### config.mk
export PLATFORM = sky130hd
export DESIGN_NAME = counter_mode_monitor
export DESIGN_NICKNAME = d
export VERILOG_FILES = /design/src/rtl/counter_mode_monitor_pkg.sv /design/src/rtl/counter_mode_monitor_step_classifier.sv /design/src/rtl/counter_mode_monitor.sv
export SDC_FILE = /design/constraint.sdc
export NUM_CORES = 1
export LEC_CHECK = 0
export CAP_MARGIN = 25
export CORE_MARGIN = 8
export CORE_UTILIZATION = 48
export CTS_CLUSTER_SIZE = 12
export DETAILED_ROUTE_END_ITERATION = 8
export GPL_TIMING_DRIVEN = 0
export PLACE_DENSITY = 0.85
export SYNTH_ARGS = -nofsm -noshare
export SYNTH_HDL_FRONTEND = slang
export SYNTH_SLANG_ARGS = --single-unit
### constraint.sdc
create_clock -name clk -period 2.58 [get_ports clk]
set_clock_uncertainty 0.2 [all_clocks]
set_input_delay 0.516 -clock clk [delete_from_list [all_inputs] [get_ports clk]]
set_output_delay 0.516 -clock clk [all_outputs]
set_load 0.02 [all_outputs]
### src/rtl/counter_mode_monitor_pkg.sv
// Shared encodings for count-bus monitors: FSM states, step classes and the
// counting-mode bit shared with the mode counter itself.
package counter_mode_monitor_pkg;

  typedef enum logic [1:0] {
    IDLE    = 2'd0,
    ACQUIRE = 2'd1,
    LOCKED  = 2'd2
  } state_t;

  typedef enum logic [2:0] {
    STEP_UP     = 3'd0,
    STEP_DOWN   = 3'd1,
    STEP_HOLD   = 3'd2,
    STEP_RESYNC = 3'd3,
    STEP_JUMP   = 3'd4
  } step_t;

  localparam logic MODE_UP   = 1'b0;
  localparam logic MODE_DOWN = 1'b1;

endpackage

### src/rtl/counter_mode_monitor_step_classifier.sv
// Combinational classification of one observed count step relative to the
// previous sample; reusable by any count-bus checker.
module count_step_classifier
  import counter_mode_monitor_pkg::*;
#(
  parameter int WIDTH = 4
) (
  input  logic [WIDTH-1:0] prev,
  input  logic [WIDTH-1:0] count_in,
  output step_t            step
);

  logic [WIDTH-1:0] delta;

  assign delta = count_in - prev;

  // Ordering matters: a wrap to zero must classify as UP, not RESYNC.
  always_comb begin
    step = STEP_JUMP;
    if (delta == WIDTH'(1))       step = STEP_UP;
    else if (delta == '1)         step = STEP_DOWN;
    else if (delta == '0)         step = STEP_HOLD;
    else if (count_in == '0)      step = STEP_RESYNC;
    else                          step = STEP_JUMP;
  end

endmodule

### src/rtl/counter_mode_monitor.sv
// Observes an up/down counter's count bus, infers its direction and reports
// lock, reversals, resyncs and illegal jumps with a saturating error tally.
module counter_mode_monitor
  import counter_mode_monitor_pkg::*;
#(
  parameter int WIDTH  = 4,
  parameter int LOCK_N = 3,
  parameter int ERRW   = 8
) (
  input  logic             clk,
  input  logic             reset,
  input  logic             sample_en,
  input  logic [WIDTH-1:0] count_in,
  output logic             locked,
  output logic             mode_out,
  output logic             dir_change,
  output logic             resync,
  output logic             err,
  output logic [ERRW-1:0]  err_count
);

  localparam logic [3:0] LOCK_VAL = 4'(LOCK_N);

  state_t           state;
  logic [WIDTH-1:0] prev;
  logic [3:0]       streak;
  step_t            step;
  logic             is_move;
  logic             step_dir;
  logic [3:0]       streak_inc;

  count_step_classifier #(.WIDTH(WIDTH)) u_classifier (
    .prev     (prev),
    .count_in (count_in),
    .step     (step)
  );

  assign is_move    = (step == STEP_UP) || (step == STEP_DOWN);
  assign step_dir   = (step == STEP_DOWN) ? MODE_DOWN : MODE_UP;
  assign streak_inc = (streak >= LOCK_VAL) ? LOCK_VAL : streak + 4'd1;

  always_ff @(posedge clk or posedge reset) begin
    if (reset) begin
      state      <= IDLE;
      prev       <= '0;
      streak     <= '0;
      locked     <= 1'b0;
      mode_out   <= MODE_UP;
      dir_change <= 1'b0;
      resync     <= 1'b0;
      err        <= 1'b0;
      err_count  <= '0;
    end else begin
      dir_change <= 1'b0;
      resync     <= 1'b0;
      err        <= 1'b0;
      if (sample_en) begin
        prev <= count_in;
        case (state)
          IDLE: state <= ACQUIRE;
          ACQUIRE: begin
            if (is_move) begin
              if (step_dir == mode_out) begin
                streak <= streak_inc;
                if (streak_inc == LOCK_VAL) begin
                  locked <= 1'b1;
                  state  <= LOCKED;
                end
              end else begin
                mode_out <= step_dir;
                streak   <= 4'd1;
                if (LOCK_VAL == 4'd1) begin
                  locked <= 1'b1;
                  state  <= LOCKED;
                end
              end
            end else if (step == STEP_RESYNC) begin
              resync <= 1'b1;
              streak <= '0;
            end else if (step == STEP_JUMP) begin
              err    <= 1'b1;
              streak <= '0;
              if (err_count != '1) err_count <= err_count + 1'b1;
            end
          end
          LOCKED: begin
            if (is_move && step_dir != mode_out) begin
              dir_change <= 1'b1;
              locked     <= 1'b0;
              mode_out   <= step_dir;
              streak     <= 4'd1;
              state      <= ACQUIRE;
            end else if (step == STEP_RESYNC) begin
              resync <= 1'b1;
              locked <= 1'b0;
              streak <= '0;
              state  <= ACQUIRE;
            end else if (step == STEP_JUMP) begin
              err    <= 1'b1;
              locked <= 1'b0;
              streak <= '0;
              state  <= ACQUIRE;
              if (err_count != '1) err_count <= err_count + 1'b1;
            end
          end
          default: state <= IDLE;
        endcase
      end
    end
  end

endmodule
# == Word level (Yosys, flattened, before mapping) ==
# Cells that the tools add are included.
# totals
register_bits,23
latch_bits,0
mem_bits_rw,0
rom_bits,0
input_bits,7
out_inout_bits,13
word_cells,94
n_memories,0
# classes
n_addsub,3
multipliers,0
div_mod_pow,0
magnitude_cmp,1
n_eq_ne,19
shifts,0
mux,50
bitwise,0
reduce_logical,12
# ops
cell,n
$mux W8,5
$mux W4,6
$mux W1,22
$pmux W8 S2,1
$ne A2 B2 Y1 const B,7
$mux W2,6
$mux W3,4
$reduce_and A5 Y1,2
$add A8 B1 Y8 const B,1
$logic_not A4 Y1,2
$ne A8 B8 Y1 const B,1
$pmux W1 S2,4
$pmux W4 S2,1
$pmux W2 S3,1
$reduce_and A6 Y1,1
$add A4 B1 Y4 const B,1
$eq A4 B1 Y1 const B,1
$eq A4 B2 Y1 const B,1
$eq A4 B4 Y1 const B,1
$ge A4 B2 Y1 const B,1
$ne A4 B4 Y1 const B,1
$reduce_and A4 Y1,1
$sub A4 B4 Y4,1
$eq A3 B1 Y1 const B,1
12 further kinds,12

# == Longest topological paths before layout ==
# Gate-level depths: netlist (run 1).
# logic_depth
depth_word,12
depth_mapped,10
mapped_depth_nobuf,10

# == Hierarchy ==
# From an unflattened synthesis (run 1), not the netlist that was laid out.
# unflattened
cells_unflattened,136
area_unflattened_um2,1453.9
# by_module_without_submodules
mod,instances,cells_per_inst,area_each_um2,seq_area_each_um2
counter_mode_monitor,1,111,1238.7,575.6
count_step_classifier,1,25,215.2,0.0

# == Worst setup path before layout (run 1) ==
# OpenSTA, ideal clock, no wires.
# synth_path
kind,input port to flip-flop
from,input count_in[0]
to,register err_count[1]
setup_ns,0.125
t_arrival_ns,2.460
t_required_ns,2.255
path_slack_ns,-0.205
cell_stages,9
path_buffers,0
path_cell_list,inv_1 ha_1 inv_1 fa_1 xor2_1 nand2_2 or3_4 o2111a_2 mux2_4
# synth_between
elab_chain_cells,11
elab_cells_between_ends,25
classes_between,add/sub (1); eq/ne (8); mux (10); reduce/logical (6)
# synth_lines
element,line_no,rtl
"start, declared",counter_mode_monitor.sv:13,"input logic [WIDTH-1:0] count_in,"
$sub A4 B4 Y4 / $logic_not A4 Y1 (equally long branches),"counter_mode_monitor_step_classifier.sv:15, counter_mode_monitor_step_classifier.sv:23",
$logic_not A4 Y1 / $mux W3 (equally long branches),"counter_mode_monitor_step_classifier.sv:22, counter_mode_monitor_step_classifier.sv:23",
$mux W3,counter_mode_monitor_step_classifier.sv:22,else if (delta == '0) step = STEP_HOLD;
$mux W3,counter_mode_monitor_step_classifier.sv:21,else if (delta == '1) step = STEP_DOWN;
$mux W3 (*),counter_mode_monitor_step_classifier.sv:20,if (delta == WIDTH'(1)) step = STEP_UP;
$eq A3 B1 Y1,"counter_mode_monitor.sv:38, counter_mode_monitor.sv:39",
$mux W1,counter_mode_monitor.sv:39,assign step_dir = (step == STEP_DOWN) ? MODE_DOWN : MODE_UP;
$ne A1 B1 Y1,counter_mode_monitor.sv:87,if (is_move && step_dir != mode_out) begin
$logic_and A1 B1 Y1,counter_mode_monitor.sv:87,
$ne A2 B2 Y1 (no source line),-,
$reduce_and A4 Y1 (no source line),-,
"end signal, assigned",counter_mode_monitor.sv:83,if (err_count != '1) err_count <= err_count + 1'b1;
"end signal, assigned",counter_mode_monitor.sv:103,if (err_count != '1) err_count <= err_count + 1'b1;
"end, declared",counter_mode_monitor.sv:19,output logic [ERRW-1:0] err_count
# Every way passes the cells marked *; elsewhere a longest branch is shown, timed or not. The select of a mux whose other input is x is not followed.
# A chain may end at the register's enable or synchronous reset.

# == Final worst setup path (run 1) ==
# layout_path
from,register prev[0]
to,register state[1]
# layout_between
elab_chain_cells,11
elab_cells_between_ends,23
classes_between,add/sub (1); eq/ne (10); mux (7); reduce/logical (5)
# layout_lines
element,line_no,rtl
"start, declared",counter_mode_monitor.sv:25,logic [WIDTH-1:0] prev;
"start signal, assigned",counter_mode_monitor.sv:58,prev <= count_in;
$sub A4 B4 Y4 (*),counter_mode_monitor_step_classifier.sv:15,assign delta = count_in - prev;
$logic_not A4 Y1,counter_mode_monitor_step_classifier.sv:22,
$mux W3,counter_mode_monitor_step_classifier.sv:22,
$mux W3,counter_mode_monitor_step_classifier.sv:21,
$mux W3 (*),counter_mode_monitor_step_classifier.sv:20,
$eq A3 B1 Y1,"counter_mode_monitor.sv:38, counter_mode_monitor.sv:39",
$mux W1,counter_mode_monitor.sv:39,
$ne A1 B1 Y1,counter_mode_monitor.sv:87,
$logic_and A1 B1 Y1,counter_mode_monitor.sv:87,
$ne A4 B4 Y1 (no source line) / $mux W2 (equally long branches),-,
$reduce_and A5 Y1 (no source line) / $pmux W2 S3 (equally long branches),-,
"end signal, assigned",counter_mode_monitor.sv:92,state <= ACQUIRE;
"end signal, assigned",counter_mode_monitor.sv:97,state <= ACQUIRE;
"end signal, assigned",counter_mode_monitor.sv:102,state <= ACQUIRE;
"end, declared",counter_mode_monitor.sv:24,state_t state;
# Every way passes the cells marked *; elsewhere a longest branch is shown, timed or not.

==> results_dict.tcl, run 1 <==
set metrics [dict create \
    critPathRequiredTime_ns 2.60 \
    synth.top_cells.by_area "dfrtp_1 (41%), ha_1 (8.0%), xnor2_1 (4.3%), nor2_1 (3.5%), inv_1 (2.9%)" \
    grt_pass1_wl_microns 5733 \
    clk_pin_slew_ns 0.12 \
    final_cell_area_sq_mm 0.001785 \
    grt_util_met2 0.2233 \
    cp_max_fo 6 \
    crit_type "flip-flop to flip-flop" \
    syn_area_per_cell_sq_um 10.01 \
    dpl-instance-area_sq_mm 0.001650 \
    crit_family "compound AO/OA/AOI/OAI gates" \
    hold_ws_ns 0.2692 \
    worst_pin_slew_ns 0.8751 \
    die_area_sq_mm 0.004932 \
    die_w_microns 70.23 \
    met1_usage 0.1637 \
    fill_cells 225 \
    yosys_warnings 0 \
    rsz0062_at_grt "true" \
    max_freq_mhz 389.7 \
    worstPathArrival_ns 2.58 \
    final_nets 189 \
    layout_commonest_cell "dfrtp_1" \
    drtPass1Iterations 4 \
    grt_max_degree 24 \
    crit_chain "ha_4 -> inv_2 -> fa_2 -> xor2_4 -> buf_4 -> nor2_2 -> o21ai_2 -> o221a_2 -> nor3b_1 -> a2bb2oi_1" \
    synth.top_cell.area_share 0.4078 \
    antenna_cells 0 \
    status "complete, no violations" \
    cts_made_buffers 3 \
    slowest_stage "dfrtp_1" \
    startpoint_type "flip-flop" \
    root_buffer "clkbuf_4" \
    maxCapViolCount 0 \
    grt_pass1_vias 1225 \
    chipHeight_microns 70.23 \
    hold_violations 0 \
    utilization 0.6419 \
    crit_buf_inv 2 \
    start_util 0.5074 \
    grt_overflow 0 \
    fin_crit_sh 0.9946 \
    pre_cts_ws_ns -0.6804 \
    ys_ff_latch 23 \
    multi_input_comb_area_sq_um 855.8 \
    synth_top_cell_by_area "dfrtp_1" \
    gp_congestion 0.9241 \
    core_region_area_sq_mm 0.002781 \
    power.total_mw 1.388 \
    setup_slack_ns 0.01381 \
    setup_viol 0 \
    synth-async-reset-ratio 1.000 \
    slew_viol_final 0 \
    synth.distinct_cells 49 \
    use_met3 0.03672 \
    ctsLongestPathBuffers 2 \
    synth_top_flop_cell "dfrtp_1" \
    p_leak_nw 0.7821 \
    syn_inst 141 \
    busiest_layer "met2" \
    htree_num_levels 1 \
    route.detailed.drc 0 \
    drt_iter0_drc 150 \
    antenna_found_initial 0 \
    fp-row-count 19 \
    critPathCaptureType "flip-flop" \
    synth_nets 158 \
    max_slew_margin 0.4160 \
    num_io_pins 20 \
    num_vias 1193 \
    via_per_inst 5.906 \
    hold_path.class "input port to flip-flop" \
    yosysSeqAreaShare 0.4078 \
    hpwl_microns 2298 \
    synth-edff-count 0 \
    layout_common_cells "dfrtp_1 (23), clkdlybuf4s50_1 (16), nor2_1 (12), nand2_1 (10)" \
    slowest_delay_ns 0.40 \
    cts_tree "yes" \
    port_buffers 19 \
    clkLatencyLatePin_ns 0.32 \
    period_needed_ns 2.566 \
    regArea_sq_um 575.6 \
    ant_nets 0 \
    syn2layout_area_growth_pct 26.51 \
    wl_per_cell_microns 16.51 \
    clkSinkCount 23 \
    syn-cell-area_sq_mm 0.001411 \
    vdd_drop_max_mv 0.5596 \
    track_usage 0.1382 \
    drive_above_1_share 0.2222 \
    power.density_mw_per_mm2 777.1 \
    drt-total-wl_microns 3335 \
]
[cell type report]
class | instances | share of cell area
plain buffers | 3 | 0.008409
clock buffers | 4 | 0.01472
inverters | 11 | 0.02313
multi-input cells | 104 | 0.4793
flip-flops and latches | 23 | 0.3224
well taps | 31 | 0.02172
repair buffers | 26 | 0.1303
[power breakdown]
group	total (mW)	switching, mW	internal [mW]	leakage [nW]
Clock	0.169	0.108	0.0606	0.0150
Combinational	0.708	0.379	0.329	0.475
Sequential	0.511	0.0777	0.433	0.292
Total	1.39	0.565	0.823	0.782
[synthesized netlist by cell type, types with 2 or more instances]
master,instances
dfrtp_1,23
nor2_1,13
inv_1,11
nand2_1,10
ha_1,9
o21ai_0,8
xnor2_1,7
nand4_1,4
a21oi_1,3
nand3_1,3
nor2b_1,3
nor3_1,3
a32oi_1,2
and3_1,2
clkbuf_1,2
mux2_2,2
o21ai_2,2
o22ai_1,2
xor2_1,2
[logic make-up (layout without fill, tap and decap cells)]
logic type	after synthesis	in the layout	synth area share
buf+inv	14	44	0.03990
compound gates	31	31	0.1791
xor+xnor	9	9	0.05585
simple gates	49	49	0.1818
fa+ha+maj	10	10	0.09397
flops	23	23	0.4078
mux	5	5	0.04166
[worst paths after layout]
kind                              startpoint           end  slack (ns)  cells past startpoint
worst max register to register       prev[0]      state[1]        0.01                     10
min in group asynchronous              reset  err_count[0]        0.47                      2
max in group asynchronous              reset    dir_change        1.18                      2
worst max-delay path                 prev[0]      state[1]        0.01                     10
worst min-delay path             count_in[0]       prev[0]        0.27                      2
worst min register to register  err_count[5]  err_count[5]        0.31                      1
[through the flow]
step | cells | setup TNS (ns)
after floorplan | 141 | -0.08196
after global placement | 191 | -8.781
after detailed placement | 191 | -9.504
after CTS | 199 | -0.02791
after global routing | 202 | -0.08882
final | 202 | 0
[routing by layer]
metal	wire length (microns)	up-vias
li1	-	562
met1	1372	575
met2	1638	45
met3	208	11
met4	115	0
met5	0	-
[flip-flops by register name, indices dropped and copies added, names as in the netlist]
| register | cells |
|---|---|
| state | 2 |
| dir_change | 1 |
| locked | 1 |
| err_count | 8 |
| streak | 4 |
| mode_out | 1 |
| prev | 4 |
| err | 1 |
| resync | 1 |
[what timing repair did]
action                                  CTS  global route
pin swaps                                 6             7
gates resized for setup                  15             9
hold buffers                              0             0
setup buffers                             4             3
endpoints found under the setup margin   16            16
Note: power is estimated with default switching activity, not from simulation.
==> run 2, diff against run 1 <==
- SKIP_CTS_REPAIR_TIMING: default -> 1
==> run 2 against run 1 <==
Against the previous run:
- the run now ends with negative setup slack left
- non-clock buffer count shrank 1
- register-to-register slack lost 0.09 ns
- flip-flop and latch count stayed put
- via count is 1.7% higher
- final area is 1.1% higher
- wire length is 1.6% higher
- critical path type is now input port to flip-flop
- critical endpoint is now err_count[1]
- largest power group unchanged
==> results_dict.tcl, run 2 (synthesized netlist as in run 1, its figures left out) <==
set metrics [dict create \
    regMostFlops "err_count" \
    grt_max_degree 24 \
    power.total_mw 1.395 \
    gp_congestion 0.9241 \
    startpoint_type "input port" \
    setup_viol 3 \
    fill_cells 224 \
    power.density_mw_per_mm2 773.2 \
    critPathRequiredTime_ns 2.59 \
    worstPathArrival_ns 2.69 \
    final_cell_area_sq_mm 0.001804 \
    clkLatencyLatePin_ns 0.32 \
    pre_cts_ws_ns -0.6804 \
    slew_viol_final 0 \
    track_usage 0.1326 \
    grt_pass1_wl_microns 5513 \
    drtPass1Iterations 4 \
    root_buffer "clkbuf_4" \
    status "finished, violations left" \
    fin_crit_sh 1.036 \
    dpl-instance-area_sq_mm 0.001650 \
    finalNonFillerCells 201 \
    cts_tree "yes" \
    top_regs "err_count (8), prev (4), streak (4)" \
    htree_num_levels 1 \
    route.detailed.drc 0 \
    p_leak_nw 0.8036 \
    grt_overflow 0 \
    drt_iter0_drc 94 \
    hold_violations 0 \
    die_w_microns 70.23 \
    hpwl_microns 2298 \
    rsz0062_at_grt "true" \
    max_freq_mhz 374.0 \
    num_io_pins 20 \
    vdd_drop_max_mv 0.5710 \
    antenna_found_initial 0 \
    maxCapViolCount 0 \
    die_area_sq_mm 0.004932 \
    hold_path.class "flip-flop to flip-flop" \
    via_per_inst 6.035 \
    core_region_area_sq_mm 0.002781 \
    start_util 0.5074 \
    antenna_cells 0 \
    clkSinkCount 23 \
    cts_made_buffers 3 \
    layout_commonest_cell "dfrtp_1" \
    setup_slack_ns -0.09403 \
    period_needed_ns 2.674 \
    cp_max_fo 7 \
    violations "negative setup slack" \
    grt_pass1_vias 1222 \
    chipHeight_microns 70.23 \
    fp-row-count 19 \
    drt-total-wl_microns 3390 \
    ant_nets 0 \
    crit_type "input port to flip-flop" \
    drive_above_1_share 0.2000 \
    max_slew_margin 0.4236 \
    holdPathStages 1 \
    multi_input_comb_area_sq_um 864.6 \
    critPathCaptureType "flip-flop" \
    syn2layout_area_growth_pct 27.84 \
    layout_common_cells "dfrtp_1 (23), clkdlybuf4s50_1 (16), nor2_1 (11), inv_1 (10), nand2_1 (10)" \
    clk_pin_slew_ns 0.12 \
    final_nets 188 \
    regArea_sq_um 575.6 \
    ctsLongestPathBuffers 2 \
    worst_pin_slew_ns 0.8637 \
    num_vias 1213 \
    largest_reg_flops 8 \
    placedCellCount 191 \
    port_buffers 19 \
    reg2reg_depth 8 \
    wl_per_cell_microns 16.87 \
    tns_ns -0.1782 \
]
## run 2: area by class of cell
type,instances,share of cell area
buffer,3,0.008322
clock buffer,4,0.01456
inverter,11,0.02288
tap,31,0.02150
timing repair buffer,25,0.1345
sequential,23,0.3190
multi-input combinational,104,0.4792
## run 2: path summary, 6_finish.rpt
kind                           endpoint  slack (ns)    startpoint
max                        err_count[1]       -0.09   count_in[0]
min in group asynchronous  err_count[0]        0.46         reset
min                        err_count[5]        0.30  err_count[5]
min reg2reg                err_count[5]        0.30  err_count[5]
max in group asynchronous    dir_change        1.19         reset
max reg2reg                err_count[1]       -0.08       prev[0]
## run 2: through the flow
step / util / hold slack [ns]
6_report: 0.6487 / 0.3049
5_1_grt: 0.6487 / 0.2991
4_1_cts: 0.6028 / 0.3037
3_5_place_dp: 0.5933 / 0.2856
3_3_place_gp: 0.5933 / 0.2855
2_1_floorplan: - / 0.2788
## run 2: report_power, final
part | switching [mW] | total, mW | internal [mW]
clock network | 0.108 | 0.168 | 0.0606
registers | 0.0767 | 0.510 | 0.433
logic | 0.385 | 0.717 | 0.332
## run 2: per-layer routing
metal | part of all wire | track usage
met1 | 0.40 | 0.1520
met2 | 0.51 | 0.2163
met3 | 0.071 | 0.03814
met4 | 0.025 | 0.07143
met5 | 0 | 0
## run 2: worst max-delay path, cell delays in order
cell and delay, ns:
dlymetal6s2s_1 0.14, inv_1 0.07, ha_2 0.19, inv_2 0.04
fa_2 0.39, xor2_4 0.23, nand2_2 0.10, or3_4 0.37
o2111a_2 0.32, mux2_4 0.31
==> run 3, diff against run 2 <==
- CELL_PAD_IN_SITES_DETAIL_PLACEMENT: default -> 1
- CELL_PAD_IN_SITES_GLOBAL_PLACEMENT: default -> 1
- CORE_UTILIZATION: 48 -> 37
==> run 3 against run 2 <==
Against the previous run:
- the run still ends with negative setup slack left
- non-clock buffer count decreased by 4
- final cell count up 6.5%
- via count is 0.41% lower
- sequential power about the same
- register-to-register slack improved by 0.03 ns
- largest cell class unchanged
==> results_dict.tcl, run 3 (synthesized netlist as in run 1, its figures left out) <==
set metrics [dict create \
    grt_pass1_vias 1322 \
    largest_reg_flops 8 \
    ant_nets 0 \
    hpwl_microns 2716 \
    status "finished, violations left" \
    rsz0062_at_grt "true" \
    track_usage 0.1171 \
    cp_max_fo 7 \
    hp-start "err_count[5]" \
    wl_met3_microns 177 \
    chipHeight_microns 77.76 \
    final_nets 184 \
    reg2reg_to "err_count[1]" \
    clkSinkCount 23 \
    startpoint_type "input port" \
    setup_viol 3 \
    clkLatencyLatePin_ns 0.27 \
    syn2layout_area_growth_pct 30.14 \
    setup_slack_ns -0.07249 \
    gp_congestion 0.8684 \
    layout_commonest_cell "dfrtp_1" \
    violations "negative setup slack" \
    drt-total-wl_microns 4001 \
    via_per_inst 5.645 \
    crit_buf_inv 3 \
    max_freq_mhz 377.0 \
    wl_met2_microns 2075 \
    fin_crit_sh 1.028 \
    top_regs "err_count (8), prev (4), streak (4)" \
    holdPathStages 1 \
    critPathRequiredTime_ns 2.53 \
    r2r_start "prev[0]" \
    regArea_sq_um 575.6 \
    utilization 0.5017 \
    period_needed_ns 2.652 \
    fp-row-count 22 \
    wl_per_cell_microns 18.70 \
    crit_family "adder cells" \
    antenna_found_initial 0 \
    num_vias 1208 \
    slowest_delay_ns 0.40 \
    cp.depth 10 \
    core_region_area_sq_mm 0.003661 \
    p_leak_nw 0.7952 \
    die_w_microns 77.76 \
    cts_tree "yes" \
    layout_common_cells "dfrtp_1 (23), clkdlybuf4s50_1 (16), nor2_1 (12), nand2_1 (10), inv_1 (9)" \
    drtPass1Iterations 4 \
    hold_ws_ns 0.3100 \
    crit_path_frequent_cell "inv_2" \
    crit_type "input port to flip-flop" \
    antenna_cells 0 \
    maxCapViolCount 0 \
    regMostFlops "err_count" \
    port_buffers 19 \
    htree_num_levels 1 \
    grt_pass1_wl_microns 6072 \
    clk_pin_slew_ns 0.08 \
    wl_met1_microns 1704 \
    start_util 0.3855 \
    hold_end "err_count[5]" \
    r2r_setup_slack_ns -0.05 \
    multi_input_comb_area_sq_um 882.1 \
    critPathCaptureType "flip-flop" \
    root_buffer "clkbuf_8" \
    cts_made_buffers 3 \
    slew_viol_final 0 \
    grt_overflow 0 \
    vdd_drop_max_mv 0.4930 \
    hold_path.class "flip-flop to flip-flop" \
    num_io_pins 20 \
    tns_ns -0.1732 \
    drt_iter0_drc 63 \
    power.density_mw_per_mm2 799.7 \
    worst_pin_slew_ns 0.8881 \
    grt_max_degree 24 \
    ctsLongestPathBuffers 2 \
    route.detailed.drc 0 \
    worstPathArrival_ns 2.61 \
    slowest_stage "fa_2" \
    reg2reg_depth 8 \
    fill_cells 397 \
    top_layer "met4" \
    drive_above_1_share 0.1928 \
    hold_violations 0 \
    max_slew_margin 0.4073 \
    crit_chain "clkbuf_2 -> inv_2 -> ha_4 -> inv_2 -> fa_2 -> xor2_4 -> nand2_2 -> or3_4 -> o2111a_2 -> mux2_4" \
    power.total_mw 1.469 \
    die_area_sq_mm 0.006047 \
]
==> run 3: cell types whose count changed in the layout (fill, tap and decap cells not counted), sizes merged <==
cell and change:
dlymetal6s2s -1, buf -4, clkbuf +1
==> run 3: routing by layer <==
metal / up-vias / global-route usage
met5: - / 0
met4: 0 / 0.01698
met3: 4 / 0.02535
met2: 32 / 0.2072
met1: 615 / 0.1436
li1: 557 / -
==> run 3: final cells by class <==
class / count / share of cell area
timing repair buffer: 21 / 0.1185
sequential: 23 / 0.3134
clock buffer: 4 / 0.02452
tap: 48 / 0.03270
inverter: 11 / 0.02248
multi-input combinational: 104 / 0.4802
buffer: 3 / 0.008174
==> run 3: how the worst max path moves through the flow <==
stage	from	endpoint	slack (ns)
4_1_cts	count_in[0]	err_count[1]	-0.43
2_1_floorplan	count_in[0]	err_count[1]	-0.08
6_report	count_in[0]	err_count[1]	-0.07
3_5_place_dp	count_in[0]	err_count[1]	-0.71
3_3_place_gp	count_in[0]	err_count[1]	-0.66
5_1_grt	prev[0]	err_count[6]	-0.13
==> run 3: where the power goes <==
group          internal (mW)  leakage [nW]  switching (mW)
Combinational          0.324         0.480           0.401
Sequential             0.433         0.292          0.0780
Clock                  0.110        0.0228           0.122
==> run 3: metrics by stage <==
| step | cell area (sq um) | worst slack [ns] | cells |
|---|---|---|---|
| detailed placement | 1672 | -0.7094 | 208 |
| floorplan | 1421 | -0.08196 | 141 |
| global placement | 1672 | -0.6610 | 208 |
| finish | 1837 | -0.07249 | 214 |
| global route | 1837 | -0.1285 | 214 |
| CTS | 1717 | -0.4338 | 212 |
